[src/rtl/baccarat_dealer_fsm.sv]
// Baccarat dealer control: sequences card-load strobes, applies third-card rules, drives win lights.
// Optional BACCARAT_AUTO_RESTART_EN: leave DONE after HOLD_CYCLES cycles and deal a new round.
module baccarat_dealer_fsm #(
  parameter int unsigned HOLD_CYCLES = 4
) (
  input  logic       slow_clock,
  input  logic       reset,
  input  logic [3:0] pscore,
  input  logic [3:0] dscore,
  input  logic [3:0] pcard3,
  output logic       load_pcard1,
  output logic       load_pcard2,
  output logic       load_pcard3,
  output logic       load_dcard1,
  output logic       load_dcard2,
  output logic       load_dcard3,
  output logic       player_win_light,
  output logic       dealer_win_light,
  output logic       round_done
);

  typedef enum logic [3:0] {
    StP1, StD1, StP2, StD2, StEval, StP3, StBank, StD3, StDone
  } state_e;

  state_e state_q, state_d;

  logic [3:0] ps_sat, ds_sat, p3_val;
  logic       banker_draw;
  logic       done_exit;

  // Out-of-range scores compare as 9; face cards and tens are worth 0.
  assign ps_sat = (pscore > 4'd9) ? 4'd9 : pscore;
  assign ds_sat = (dscore > 4'd9) ? 4'd9 : dscore;
  assign p3_val = (pcard3 >= 4'd10) ? 4'd0 : pcard3;

  always_comb begin
    banker_draw = 1'b0;
    case (ds_sat)
      4'd0, 4'd1, 4'd2: banker_draw = 1'b1;
      4'd3:             banker_draw = (p3_val != 4'd8);
      4'd4:             banker_draw = (p3_val >= 4'd2) && (p3_val <= 4'd7);
      4'd5:             banker_draw = (p3_val >= 4'd4) && (p3_val <= 4'd7);
      4'd6:             banker_draw = (p3_val >= 4'd6) && (p3_val <= 4'd7);
      default:          banker_draw = 1'b0;
    endcase
  end

`ifdef BACCARAT_AUTO_RESTART_EN
  localparam int unsigned HoldMin = (HOLD_CYCLES < 1) ? 1 : HOLD_CYCLES;
  localparam int unsigned CntW    = (HoldMin < 2) ? 1 : $clog2(HoldMin);

  logic [CntW-1:0] hold_cnt_q;

  // Held at zero outside DONE, so it is cleared on every DONE entry.
  always_ff @(posedge slow_clock) begin
    if (reset || (state_q != StDone)) begin
      hold_cnt_q <= '0;
    end else begin
      hold_cnt_q <= hold_cnt_q + 1'b1;
    end
  end

  assign done_exit = (hold_cnt_q == CntW'(HoldMin - 1));
`else
  assign done_exit = 1'b0;
`endif

  always_ff @(posedge slow_clock) begin
    if (reset) begin
      state_q <= StP1;
    end else begin
      state_q <= state_d;
    end
  end

  always_comb begin
    state_d = StP1;
    case (state_q)
      StP1:   state_d = StD1;
      StD1:   state_d = StP2;
      StP2:   state_d = StD2;
      StD2:   state_d = StEval;
      StEval: begin
        if ((ps_sat >= 4'd8) || (ds_sat >= 4'd8)) state_d = StDone;
        else if (ps_sat <= 4'd5)                  state_d = StP3;
        else if (ds_sat <= 4'd5)                  state_d = StD3;
        else                                      state_d = StDone;
      end
      StP3:   state_d = StBank;
      StBank: state_d = banker_draw ? StD3 : StDone;
      StD3:   state_d = StDone;
      StDone: state_d = done_exit ? StP1 : StDone;
      default: state_d = StP1;
    endcase
  end

  // Moore outputs, forced low while reset is asserted.
  always_comb begin
    load_pcard1      = 1'b0;
    load_pcard2      = 1'b0;
    load_pcard3      = 1'b0;
    load_dcard1      = 1'b0;
    load_dcard2      = 1'b0;
    load_dcard3      = 1'b0;
    player_win_light = 1'b0;
    dealer_win_light = 1'b0;
    round_done       = 1'b0;
    if (!reset) begin
      case (state_q)
        StP1:   load_pcard1 = 1'b1;
        StD1:   load_dcard1 = 1'b1;
        StP2:   load_pcard2 = 1'b1;
        StD2:   load_dcard2 = 1'b1;
        StP3:   load_pcard3 = 1'b1;
        StD3:   load_dcard3 = 1'b1;
        StDone: begin
          round_done       = 1'b1;
          player_win_light = (ps_sat >= ds_sat);
          dealer_win_light = (ds_sat >= ps_sat);
        end
        default: ;
      endcase
    end
  end

endmodule

[config.mk]
export PLATFORM = sky130hd
export DESIGN_NAME = baccarat_dealer_fsm
export DESIGN_NICKNAME = d
export VERILOG_FILES = /design/src/rtl/baccarat_dealer_fsm.sv
export SDC_FILE = /design/constraint.sdc
export NUM_CORES = 1
export LEC_CHECK = 0
export CORE_AREA = 2 2 39 41
export DETAILED_ROUTE_END_ITERATION = 7
export DIE_AREA = 0 0 41 43
export HOLD_SLACK_MARGIN = 0.05
export PLACE_DENSITY = 0.8
export SETUP_SLACK_MARGIN = 0.15
export SLEW_MARGIN = 10
export SYNTH_ARGS = -nofsm -noshare
export SYNTH_HDL_FRONTEND = slang
export SYNTH_SLANG_ARGS = --single-unit
[constraint.sdc]
create_clock -name slow_clock -period 2.1 [get_ports slow_clock]
set_clock_uncertainty 0.05 [all_clocks]
set_input_delay 0.42 -clock slow_clock [delete_from_list [all_inputs] [get_ports slow_clock]]
set_output_delay 0.42 -clock slow_clock [all_outputs]
set_load 0.01 [all_outputs]
==> results of run 1 <==
worst max-delay path by stage:
stage | cells after the start | end | start | slack [ns]
5_1_grt | 10 | dealer_win_light | dscore[3] | -0.19
3_3_place_gp | 8 | dealer_win_light | pscore[1] | -0.84
2_1_floorplan | 6 | dealer_win_light | pscore[3] | 0.09
4_1_cts | 10 | dealer_win_light | dscore[3] | -0.19
3_5_place_dp | 8 | dealer_win_light | dscore[1] | -0.88
6_report | 10 | dealer_win_light | dscore[3] | -0.17
per-layer routing:
layer  GRT usage (%)  share of wire (%)  up-vias
met5               0                  0        -
li1                -                  -      343
met1           27.01                 42      325
met2           34.38                 51       21
met3           4.188                4.3        5
met4           12.00                2.1        0
per-stage QoR:
stage               total power, µW  worst slack, ns  cells  util [%]  area [µm²]
finish                        375.6          -0.1659    128     71.34       987.2
global placement              241.0          -0.8366    121     62.93       870.8
detailed placement            246.4          -0.8763    121     62.93       870.8
floorplan                     154.6          0.09048     66         -       499.2
global route                  400.3          -0.1915    128     71.34       987.2
CTS                           366.2          -0.1889    127     70.89       980.9
power by group through the flow:
stage	registers [µW]	clock network [µW]	logic (µW)
2_1_floorplan	92.2	0	62.3
3_3_place_gp	87.5	0	153
3_5_place_dp	88.1	0	158
4_1_cts	87.5	97.8	181
5_1_grt	88.2	109	204
6_report	87.8	97.1	191
timing repair:
action                     in CTS  in global routing
resized for setup              69                  6
setup endpoints to repair       9                  5
buffers inserted                3                  1
pin swaps                      11                  6
cloned                          0                  0
cells by family (layout without fill, tap and decap cells):
family,count (synthesis),in the layout,share of synthesized area [%]
compound gates,16,16,24.56
fa+ha+maj,4,4,10.03
flops,4,4,16.04
buf+inv,2,48,1.502
simple gates,40,40,47.87
area by class of cell:
| cell class | instances | area share (%) |
|---|---|---|
| clock buffer | 3 | 2.281 |
| inverter | 1 | 0.3802 |
| multi-input combinational | 60 | 51.71 |
| sequential | 4 | 8.238 |
| tap | 16 | 2.028 |
| timing repair buffer | 44 | 35.36 |
worst reg2reg max path, stage by stage (launching register included):
cell	delay, ns
dfxtp_1	0.38
buf_4	0.16
nand2b_1	0.11
nor3_1	0.23
nand3_1	0.19
o221ai_1	0.11
cells in the mapped netlist, drive strengths merged (2+ instances only):
master,instances
nand2,7
ha,4
o21ai,3
nor2b,4
o21a,4
nor2,7
dfxtp,4
nor3b,2
nand2b,6
nor3,2
==> flow_metrics.tcl, run 1 <==
set metrics [dict create \
    finalNetCount 132 \
    ys_types 35 \
    gp_congestion 0.7567 \
    yosys-top-cells-area "dfxtp_1 (16%), ha_1 (10%), nand2b_1 (7.5%)" \
    power.switching_uw 120.5 \
    worstMarginPinSlew_ns 0.2919 \
    reg2reg_slack_ns 0.78 \
    yosysTopAreaCell "dfxtp_1" \
    syn_avg_cell_area_um2 7.564 \
    mostFrequentLayoutCell "buf_4" \
    whs_path_depth 1 \
    syn_nets 84 \
    via_per_inst 5.422 \
    slowest_stage "o31a_1" \
    grt_pass1_wl_mm 2.711 \
    wl_per_cell_um 13.35 \
    die_h_um 43 \
    grt_setup_unrepaired "true" \
    period_share_pct 107.9 \
    seq_area_um2 81.33 \
    cts_sinks 4 \
    crit_chain "buf_8 -> buf_6 -> o21a_1 -> nor2_2 -> ha_4 -> nor2b_4 -> o21a_1 -> o21a_1 -> o31a_1 -> buf_2" \
    clock_power_share_pct 25.9 \
    drt_pass1_iterations 4 \
    synthArstFlopShare_pct 0 \
    hp-start "state_q[3]" \
    slew_violations 0 \
    holdBufCountCts 0 \
    grt_usage_pct 22.09 \
    clk_path_buf_depth 2 \
    layout_common_cells "buf_4 (19), buf_2 (8), nand2_1 (7)" \
    path_common_cell "o21a_1" \
    num_io_pins 23 \
    antenna_left 0 \
    r2r_cells 5 \
    startpoint_type "input pin" \
    r2r-end "state_q[2]" \
    vias 694 \
    finalSetupTns_ns -0.3029 \
    whs_endpoint "state_q[0]" \
    clkTransAtPathRegs_ns 0.04 \
    drc 0 \
    netlist_instances 66 \
    reg.largest.list "state_q (4)" \
    hp-class "register to register" \
    criticalPathCategory "input pin to output port" \
    drive_gt1_share_pct 48.21 \
    synth-edff-count 0 \
    largest_register_ffs 4 \
    critPathRequiredTime_ns 1.63 \
    max_slew_margin_pct 80.36 \
    synth_top_area_share_pct 16.04 \
    leakagePower_uw 0.0004505 \
    antenna_found_initial 0 \
    worst_r2r_startpoint "state_q[2]" \
    die_width_um 41 \
    cp-end-kind "output port" \
    ys.flop_type "dfxtp_1" \
    grt_pass1_vias 657 \
    comb_power_share_pct 50.8 \
    critPathBufInv 3 \
    whs_ns 0.4896 \
    htree_levels 1 \
    violations "negative setup slack" \
    status "finished with violations" \
    ys_seq_area_share_pct 16.04 \
    arrival_ns 1.80 \
    place_hpwl_mm 1.188 \
    max_freq_mhz 441.3 \
    root_buffer "clkbuf_4" \
    clk_latency_ns 0.24 \
    setup_slack_ns -0.1659 \
    start_util_pct 36.08 \
    overflow 0 \
    swShare_pct 32.09 \
    grt_max_degree 8 \
    port_buffers 22 \
    coreArea_um2 1384 \
    drv_cap 0 \
    top_register "state_q" \
    antenna-diode-count 0 \
    multi_input_area_um2 510.5 \
    slowest_delay_ns 0.24 \
    power.internal_uw 255.1 \
    dieArea_um2 1763 \
    cts_buffers 3 \
    critical_path_peak_fanout 3 \
    setup_viol_count_final 2 \
    pwr-share-seq_pct 23.4 \
    power.density_nw_per_um2 380.4 \
    cp_top_family "compound AO/OA/AOI/OAI gates" \
    hold_violations 0 \
    wl_mm 1.709 \
    ir_worst_vdd_mv 0.3360 \
    fill_cells 105 \
    ys_ff_latch 4 \
    rows 14 \
    synth_warnings 0 \
    layout_min_cycle_time_ns 2.266 \
    syn_area_um2 499.2 \
    cts_tree "done" \
    drt_iter0_drc 24 \
    area.growth.synth_to_final_pct 97.74 \
]
Note: power is estimated with default switching activity, not from simulation.
==> inputs of run 2 (changes only) <==
GPL_ROUTABILITY_DRIVEN = 0   (was default)
SLEW_MARGIN = 40   (was 10)
==> results of run 2 <==
No change in the layout: final DEF, timing and power equal those of run 1.
